[config.mk]
export PLATFORM = sky130hd
export DESIGN_NAME = multicycle_ctrl
export DESIGN_NICKNAME = d
export VERILOG_FILES = /design/src/rtl/multicycle_ctrl.sv
export SDC_FILE = /design/constraint.sdc
export NUM_CORES = 1
export LEC_CHECK = 0
export CAP_MARGIN = 20
export CORE_MARGIN = 5
export CORE_UTILIZATION = 55
export CTS_CLUSTER_DIAMETER = 60
export CTS_CLUSTER_SIZE = 40
export DETAILED_ROUTE_END_ITERATION = 8
export PLACE_DENSITY = 0.85
export SLEW_MARGIN = 20
export SYNTH_ARGS = -nofsm -noshare
export SYNTH_HDL_FRONTEND = slang
export SYNTH_SLANG_ARGS = --single-unit
[constraint.sdc]
create_clock -name clk -period 4.9 [get_ports clk]
set_clock_uncertainty 0.1 [all_clocks]
set_input_delay 0.49 -clock clk [delete_from_list [all_inputs] [get_ports clk]]
set_output_delay 0.49 -clock clk [all_outputs]
set_load 0.01 [all_outputs]
[src/rtl/multicycle_ctrl.sv]
// Multi-cycle sequencer for the 32-bit RISC datapath: FETCH/DECODE/EXEC/MEM/WB
// with memory-ready handshakes, a retire counter and a sticky timeout flag.
module multicycle_ctrl #(
   parameter int MAX_WAIT = 15,
   parameter int CNT_W    = 16
) (
   input  logic             clk,
   input  logic             reset,
   input  logic [3:0]       opcode,
   input  logic             zero,
   input  logic             imem_ready,
   input  logic             dmem_ready,
   output logic             imem_req,
   output logic             ir_write,
   output logic             pc_write,
   output logic             pc_src,
   output logic             alu_src,
   output logic [2:0]       alu_op,
   output logic             mem_read,
   output logic             mem_write,
   output logic             mem_to_reg,
   output logic             reg_write,
   output logic             instr_done,
   output logic [CNT_W-1:0] retired,
   output logic             err,
   output logic [2:0]       state_o
);

   typedef enum logic [2:0] {
      S_FETCH  = 3'd0,
      S_DECODE = 3'd1,
      S_EXEC   = 3'd2,
      S_MEM    = 3'd3,
      S_WB     = 3'd4,
      S_ERR    = 3'd5
   } state_t;

   localparam logic [3:0] OP_AND = 4'b0000;
   localparam logic [3:0] OP_OR  = 4'b0001;
   localparam logic [3:0] OP_ADD = 4'b0010;
   localparam logic [3:0] OP_NOT = 4'b0011;
   localparam logic [3:0] OP_SUB = 4'b0110;
   localparam logic [3:0] OP_LDI = 4'b0111;
   localparam logic [3:0] OP_LD  = 4'b1000;
   localparam logic [3:0] OP_SD  = 4'b1010;
   localparam logic [3:0] OP_BNE = 4'b1110;
   localparam logic [3:0] OP_JMP = 4'b1111;

   localparam logic [7:0]       WAIT_LAST = 8'(MAX_WAIT - 1);
   localparam logic [CNT_W-1:0] CNT_ONE   = CNT_W'(1);

   state_t           r_state;
   state_t           w_next;
   logic [3:0]       r_op;
   logic [7:0]       r_wait;
   logic [CNT_W-1:0] r_retired;
   logic             r_err;
   logic             w_waiting;
   logic             w_ready;
   logic             w_timeout;
   logic             w_nop;
   logic             w_imm;
   logic [2:0]       w_alu_op;

   function automatic logic is_nop(input logic [3:0] op);
      case (op)
         OP_AND, OP_OR, OP_ADD, OP_NOT, OP_SUB,
         OP_LDI, OP_LD, OP_SD, OP_BNE, OP_JMP: is_nop = 1'b0;
         default:                              is_nop = 1'b1;
      endcase
   endfunction

   // The live opcode is only consulted in DECODE; everything later uses r_op.
   assign w_nop = is_nop(opcode);
   assign w_imm = (r_op == OP_LD) || (r_op == OP_SD) || (r_op == OP_LDI);

   always_comb begin
      case (r_op)
         OP_ADD:              w_alu_op = 3'b000;
         OP_SUB:              w_alu_op = 3'b001;
         OP_AND:              w_alu_op = 3'b010;
         OP_NOT:              w_alu_op = 3'b011;
         OP_OR:               w_alu_op = 3'b100;
         OP_JMP:              w_alu_op = 3'b101;
         OP_BNE:              w_alu_op = 3'b111;
         OP_LD, OP_SD, OP_LDI: w_alu_op = 3'b110;
         default:             w_alu_op = 3'b000;
      endcase
   end

   assign w_waiting = (r_state == S_FETCH) || (r_state == S_MEM);
   assign w_ready   = (r_state == S_FETCH) ? imem_ready : dmem_ready;
   // Ready in the deadline cycle still counts as a normal completion.
   assign w_timeout = w_waiting && !w_ready && (r_wait == WAIT_LAST);

   // NOTE: sequential state uses non-blocking assignments so every register
   // samples the pre-edge values, independent of statement order.
   always_ff @(posedge clk) begin
      if (reset) begin
         r_state   <= S_FETCH;
         r_op      <= 4'd0;
         r_wait    <= 8'd0;
         r_retired <= '0;
         r_err     <= 1'b0;
      end else begin
         r_state <= w_next;
         if (r_state == S_DECODE) r_op <= opcode;
         if (w_waiting && !w_ready) r_wait <= r_wait + 8'd1;
         else                       r_wait <= 8'd0;
         if (instr_done) r_retired <= r_retired + CNT_ONE;
         if (w_timeout)  r_err <= 1'b1;
      end
   end

   always_comb begin
      w_next = r_state;
      case (r_state)
         S_FETCH: begin
            if (imem_ready)     w_next = S_DECODE;
            else if (w_timeout) w_next = S_ERR;
         end
         S_DECODE: w_next = w_nop ? S_FETCH : S_EXEC;
         S_EXEC: begin
            case (r_op)
               OP_JMP, OP_BNE: w_next = S_FETCH;
               OP_LD, OP_SD:   w_next = S_MEM;
               default:        w_next = S_WB;
            endcase
         end
         S_MEM: begin
            if (dmem_ready)     w_next = (r_op == OP_LD) ? S_WB : S_FETCH;
            else if (w_timeout) w_next = S_ERR;
         end
         S_WB:    w_next = S_FETCH;
         S_ERR:   w_next = S_ERR;
         default: w_next = S_FETCH;
      endcase
   end

   // NOTE: every output gets a default before the case so no latch is inferred.
   always_comb begin
      imem_req   = 1'b0;
      ir_write   = 1'b0;
      pc_write   = 1'b0;
      pc_src     = 1'b0;
      alu_src    = 1'b0;
      alu_op     = 3'b000;
      mem_read   = 1'b0;
      mem_write  = 1'b0;
      mem_to_reg = 1'b0;
      reg_write  = 1'b0;
      instr_done = 1'b0;
      if (!reset) begin
         case (r_state)
            S_FETCH: begin
               imem_req = 1'b1;
               if (imem_ready) begin
                  ir_write = 1'b1;
                  pc_write = 1'b1;
               end
            end
            S_DECODE: instr_done = w_nop;
            S_EXEC: begin
               alu_op  = w_alu_op;
               alu_src = w_imm;
               if (r_op == OP_JMP) begin
                  pc_write   = 1'b1;
                  pc_src     = 1'b1;
                  instr_done = 1'b1;
               end else if (r_op == OP_BNE) begin
                  pc_write   = ~zero;
                  pc_src     = 1'b1;
                  instr_done = 1'b1;
               end
            end
            S_MEM: begin
               alu_op     = w_alu_op;
               alu_src    = w_imm;
               mem_read   = (r_op == OP_LD);
               mem_write  = (r_op == OP_SD);
               instr_done = dmem_ready && (r_op == OP_SD);
            end
            S_WB: begin
               reg_write  = 1'b1;
               mem_to_reg = (r_op == OP_LD);
               instr_done = 1'b1;
            end
            default: ;
         endcase
      end
   end

   assign err     = r_err & ~reset;
   assign retired = reset ? '0 : r_retired;
   assign state_o = reset ? 3'd0 : r_state;

endmodule

==> results by group, run 1 <==
Outcome
  • Status: finished clean

Placed design
  • Port bufs: 41
  • Placed instance area: approximately 2400 µm²
  • Hpwl dp: between 3 and 4 mm
  • Routability Congestion: roughly 0.82

STA
  • Setup TNS: 0 ps
  • Final setup vio count: 0
  • Slew @ Worst Pin: ~840 ps
  • Max frequency: around 0.33 GHz
  • Max_slew headroom: between 40% and 50%
  • Period minus WS final: 3070 ps
  • Tcrit/Tclk final: 62.6%
  • RSZ-0062 raised after global routing: no
  • Slew Viols, Final: 0
  • Final Hold Vio Count: 0

Final layout
  • Area delta synth->final: 23.4%
  • Fin nets: ~290
  • N_diodes: 0
  • Final instance area: roughly 2500 µm²
  • Core Util, Final: 69.4%
  • Layout cells sized above 1: around 8.6%

Synth
  • EDFF count, synth: 0
  • Mean post-synth cell area: between 8 and 9 µm²
  • Most area-hungry cell type in the Yosys netlist: dfxtp_1
  • Synth area leaders: dfxtp_1 35%, nor2b_1 6.5%, nor2_1 5.6%, mux2_2 4.4%, ha_1 3.7%
  • Mapped Area: slightly above 2000 µm²
  • Synthesized flop and latch total: 35
  • Synth Instances: 245
  • Top_reg_cell synth: dfxtp_1
  • Synth cell types: 46
  • Mapped Nets: between 200 and 300
  • Seq/Total Area, Yosys: between 30% and 40%
  • Yosys top cell area share: between 30% and 40%
  • Yosys warnings: 0
  • Post-synth ARST share: 0%

Pwr
  • Internal: 419 µW
  • Clock share of power: between 30% and 40%
  • Seq pwr share: 54.0%
  • Leak: around 0.00088 µW
  • Total Power: approximately 560 µW
  • NetSw: roughly 140 µW
  • Switching Fraction: between 20% and 30%
  • IR drop worst, VDD: 0.189 mV
  • Logic pwr share: between 10% and 20%
  • PD cells: approximately 220 nW/µm²

Min path
  • Worst hold path depth: 2
  • Hold Path Class: flop to flop

Worst setup path
  • CP delay by family, top: compound AO/OA/AOI/OAI gates
  • Crit Path Category: flop to output port
  • WP depth: 5
  • CP bufs+invs: 1
  • Crit path launch type: flop
  • Crit path largest cell delay: roughly 700 ps
  • Worst path cell trace: nor2b_1 > a41oi_1 > o221a_2 > nor2_1 > clkdlybuf4s50_1
  • Crit-path slowest cell: dfxtp_1
  • Critical path required time: ~4300 ps
  • Critical Path End Type: output port
  • Worst Path Arrival: 2480 ps
  • R2R depth: 6
  • Max Fanout on Critical Path: 22

Die
  • Cell row count: 22
  • Chip Height: 70.7 µm
  • I/O Pins: 42
  • Initial Utilization: about 56%
  • Die W: about 71 µm
  • CORE AREA: roughly 3600 µm²
  • Die footprint: approximately 5000 µm²

Clocking
  • CTS Buffer Depth: 2
  • CTS tree: done
  • H-tree Lvls: 2
  • Post-CTS setup buffers: 0
  • Clk sinks: 35
  • Hold buffers post-CTS: 0
  • Worst-path clk slew: about 70 ps
  • Post-CTS Resized: 0
  • Clock root buffer: clkbuf_8
  • CTS Buf Count: 5
  • Clock latency on the worst-skew pair: 280 ps

Global routing
  • Initial antenna violation count: 0
  • Largest net degree at the start of global routing: 53
  • Grt ovf: 0
  • GRT Resource Usage Total: between 10% and 20%
  • Vias in the first global route: 1610
  • First-pass GRT wire length: 7.25 mm

Detailed routing
  • Via-to-Cell Ratio: around 5.5
  • Remaining DRCs: 0
  • WL/cell: 13.1 µm
  • Initial DRT Pass Iterations: 4
  • DRT antenna net count: 0
  • Total number of vias: roughly 1.8k
  • DRT iter0 DRCs: ~140
  • Final WL: roughly 4.3 mm

Job
  • MaxCap Viol Count: 0
-- logic make-up (layout without fill, tap and decap cells) --
group	Yosys count	after routing	share of synthesized area (%)
simple gates	122	122	33.3
buf+inv	21	54	4.44
flops	35	35	34.6
mux	18	18	10.1
fa+ha+maj	6	6	3.70
xor+xnor	6	6	2.59
compound gates	37	37	11.3
-- final cells by class --
cell class | count | area, µm²
Timing Repair Buffer | 41 | 405
Inverter | 7 | 26.3
Sequential cell | 35 | 701
Multi-Input combinational cell | 189 | 1240
Clock buffer | 6 | 72.6
Tap cell | 48 | 60.1
Fill cell | 315 | 1100
-- cell usage after synthesis (3+ instances only) --
cell / count
nor2b_1: 21
and2_1: 5
inv_1: 7
a211oi_1: 3
clkbuf_1: 8
o21ai_0: 9
nor2_1: 30
dfxtp_1: 35
mux2_2: 8
nand4_1: 5
nand2b_1: 4
mux2i_1: 7
nor4_1: 3
o21a_1: 3
or3_1: 3
nand2_1: 18
nor3_1: 10
xor2_1: 5
nand3_1: 7
buf_2: 3
or4_1: 4
ha_1: 6
a21oi_1: 13
-- power groups by stage --
| stage | Combinational [µW] | Clock (µW) | Sequential, µW |
|---|---|---|---|
| floorplan | 51.6 | 0 | 303 |
| global placement | 66.9 | 0 | 309 |
| detailed placement | 68.8 | 0 | 309 |
| CTS | 69.8 | 196 | 303 |
| global route | 77.5 | 207 | 305 |
| finish | 69.4 | 188 | 303 |
-- state kept, by name, summed over array words and instances (netlist names) --
signal and cells:
w_alu_op 3, r_state 3, r_err 1, r_op 4, r_wait 8, r_retired 16
-- placed cells by master (no fill, tap or decap), types with 2 or more instances in the layout --
master,netlist,layout
nand4_1,5,5
nand3_1,7,7
clkdlybuf4s50_1,0,40
clkbuf_8,0,5
dfxtp_1,35,35
ha_1,6,6
nor2_1,30,30
or3_1,3,3
mux2_1,2,2
nor4_2,2,2
o21ai_0,9,9
nor3_1,10,10
nor4_1,3,3
xor2_1,5,5
mux2_2,8,8
a211oi_1,3,3
or4_1,4,4
nor3b_2,2,2
nand2_1,18,18
a21oi_1,13,13
o31ai_1,2,2
and2_1,5,5
nand2b_1,4,4
nor2b_1,21,21
mux2i_1,7,7
o21a_1,3,3
inv_1,7,7
-- layer usage --
metal | vias up | track usage [%] | routed length (µm)
li1 | 919 | - | -
met1 | 823 | 21.5 | 1900
met2 | 35 | 30.7 | 2120
met3 | 6 | 3.41 | 187
met4 | 0 | 9.60 | 77
met5 | - | 0 | 0
-- final timing paths --
kind	from	endpoint	slack, ps
hold / removal	r_err	r_err	370
setup / recovery	r_state[2]	instr_done	1830
setup reg to reg	r_state[0]	w_alu_op[1]	2420
hold reg to reg	r_err	r_err	370
-- worst register-to-register path, delay by kind of cell, from the launching register on --
kind | cells | cell delay, ps
compound gates | 1 | 300
fa+ha+maj | 1 | 300
buf+inv | 1 | 110
mux | 1 | 460
simple gates | 2 | 490
flops | 1 | 610
-- through the flow --
step / hold WS (ps) / cells / setup slack [ps]
after floorplan: 329 / 245 / 2620
after global placement: 342 / 320 / 1870
after detailed placement: 353 / 320 / 1850
after CTS: 371 / 326 / 1840
after global routing: 385 / 326 / 1630
final: 369 / 326 / 1830
Power figures use the tool's default switching activity.
==> run 2, diff against run 1 <==
- CORE_UTILIZATION: 55 -> 51
- PLACE_DENSITY: 0.85 -> 0.8
- clock period: 4.9 -> 2.91 ns (I/O delays scaled with it)
==> run 2 against run 1 <==
Against the previous run:
- power increased by 71%
- hold slack got worse by 23 ps
- highest routed layer unchanged
- cell count rose by 1.8%
- clock power is 77% higher
- utilization fell by 4.8 points
- largest cell class unchanged
- sequential share of layout area fell by 0.29 points
- setup slack worse by 1600 ps
- routed wire length fell by 4.5%
- critical path depth is the same
- cell area is 1.1% higher
==> results by group, run 2 (synthesis results as in run 1) <==
Outcome
  • Status: finished clean

Final layout
  • Top Registers: r_retired x16, r_wait x8, r_op x4
  • Flip-flop count of the largest register after layout: 16 (unchanged)
  • Most frequent cells in the layout: 40 x clkdlybuf4s50_1, 35 x dfxtp_1, 30 x nor2_1
  • Fin nets: 296 (+0.68%)
  • N_diodes: 0 (unchanged)
  • # fillers: 381 (+21%)
  • Final instance area: 2530 µm² (+1.1%)
  • Layout cells sized above 1: 9.57% (+0.94 points)
  • Top reg by flops: r_retired
  • Core Util, Final: 64.6% (-4.8 points)
  • Commonest non-fill, non-tap cell in the layout: clkdlybuf4s50_1
  • Post-Layout Cell Count: 332 (+1.8%)
  • Area delta synth->final: 24.7%

Global routing
  • Vias in the first global route: 1549 (-3.8%)
  • Grt ovf: 0 (unchanged)
  • First-pass GRT wire length: 6.89 mm (-5.0%)
  • GRT Resource Usage Total: 16.1% (-2.0 points)
  • Initial antenna violation count: 0 (unchanged)
  • Largest net degree at the start of global routing: 30 (-43%)

Placed design
  • Routability Congestion: 0.799 (-2.1%)
  • Cells after DPL: 324 (+1.3%)
  • Hpwl dp: 3.10 mm (-0.10%)
  • Port bufs: 41 (unchanged)
  • Placed instance area: 2450 µm² (+0.72%)

Worst setup path
  • Critical Path End Type: output port
  • CP bufs+invs: 1 (unchanged)
  • Crit-path slowest cell: dfxtp_1
  • Worst path cell trace: nor2b_1 > nand2_1 > nor4_1 > a21o_1 > clkdlybuf4s50_1
  • Crit path launch type: flop
  • Max Fanout on Critical Path: 14 (-36%)
  • Crit path largest cell delay: 620 ps (-80 ps)
  • Critical path required time: 2520 ps (-1790 ps)
  • Crit Path Category: flop to output port
  • R2R depth: 6 (unchanged)
  • WP depth: 5 (unchanged)
  • CP delay by family, top: simple AND/OR/NAND/NOR gates
  • Worst Path Arrival: 2290 ps (-190 ps)

STA
  • Final setup vio count: 0 (unchanged)
  • RSZ-0062 raised after global routing: no
  • Final Hold Vio Count: 0 (unchanged)
  • Period minus WS final: 2690 ps
  • Slew @ Worst Pin: 621 ps (-221 ps)
  • Max_slew headroom: 58.5% (+15 points)
  • Tcrit/Tclk final: around 92%
  • Slew Viols, Final: 0 (unchanged)
  • Setup TNS: 0 ps (unchanged)
  • Max frequency: approximately 0.37 GHz

Detailed routing
  • Total number of vias: 1782 (-0.056%)
  • Initial DRT Pass Iterations: 4 (unchanged)
  • Remaining DRCs: 0 (unchanged)
  • DRT iter0 DRCs: 108 (-24%)
  • Via-to-Cell Ratio: 5.37 (-1.9%)
  • Final WL: 4.09 mm (-4.5%)
  • WL/cell: 12.3 µm (-6.2%)
  • DRT antenna net count: 0 (unchanged)

Job
  • MaxCap Viol Count: 0 (unchanged)

Pwr
  • Internal: 715 µW (+71%)
  • Clock share of power: 34.7% (+1.1 points)
  • Total Power: 959 µW (+71%)
  • IR drop worst, VDD: 0.257 mV (+36%)
  • Logic pwr share: 12.2% (-0.2 points)
  • PD cells: 380 nW/µm² (+69%)
  • NetSw: 245 µW (+72%)
  • Seq pwr share: 53.1% (-0.9 points)
  • Switching Fraction: 25.5% (+0.16 points)
  • Leak: 0.000892 µW (+1.6%)

Clocking
  • Post-CTS Resized: 0 (unchanged)
  • Clock latency on the worst-skew pair: 280 ps (about the same)
  • Worst-path clk slew: 70 ps (about the same)
  • CTS Buffer Depth: 2 (unchanged)
  • H-tree Lvls: 2 (unchanged)
  • Hold buffers post-CTS: 0 (unchanged)
  • Clock root buffer: clkbuf_8
  • Post-CTS setup buffers: 0 (unchanged)
  • Clk sinks: 35 (unchanged)
  • CTS tree: done
  • CTS Buf Count: 5 (unchanged)

Die
  • Chip Height: 73.0 µm (+3.3%)
  • Cell row count: 23 (+4.5%)
  • Initial Utilization: 51.8% (-4.4 points)
  • Die footprint: 5330 µm² (+6.7%)
  • I/O Pins: 42 (unchanged)
  • CORE AREA: 3910 µm² (+8.5%)
  • Die W: 73.0 µm (+3.3%)

Min path
  • Hold Path Class: primary input to flop
  • Worst hold path depth: 2 (unchanged)
## run 2: cell count changes in the layout (fill, tap and decap cells not counted)
cell / before / now
buf_4: 0 / 2
clkbuf_1: 1 / 2
clkinv_2: 0 / 1
## run 2: metrics by stage
stage	worst slack, ps	hold slack (ps)
global route	74.8	363
floorplan	829	329
finish	224	346
detailed placement	418	350
global placement	421	344
CTS	243	348
## run 2: path summary, 6_finish.rpt
| check | from | slack [ps] | endpoint |
|---|---|---|---|
| hold / removal | reset | 350 | r_retired[0] |
| setup reg to reg | r_state[0] | 410 | w_alu_op[1] |
| setup / recovery | r_state[1] | 220 | pc_write |
| hold reg to reg | r_err | 360 | r_err |
## run 2: metal layers
layer	GRT usage, %	wire, µm
met1	21.1	1870
met2	25.3	1940
met3	4.55	234
met4	5.33	48
met5	0	0
## run 2: cell type report
cell class / count / area, µm² / area share [%]
well taps: 50 / 62.6 / 2.48
clock inverters: 1 / 5.00 / 0.198
clock buffers: 7 / 76.3 / 3.02
flip-flops and latches: 35 / 701 / 27.7
repair buffers: 43 / 420 / 16.6
multi-input cells: 189 / 1240 / 48.9
inverters: 7 / 26.3 / 1.04
## run 2: power by group through the flow
stage / registers (µW) / logic (µW) / clock network (µW)
4_1_cts: 510 / 118 / 344
3_3_place_gp: 520 / 115 / 0
3_5_place_dp: 521 / 118 / 0
5_1_grt: 513 / 131 / 365
6_report: 510 / 117 / 333
2_1_floorplan: 511 / 86.8 / 0
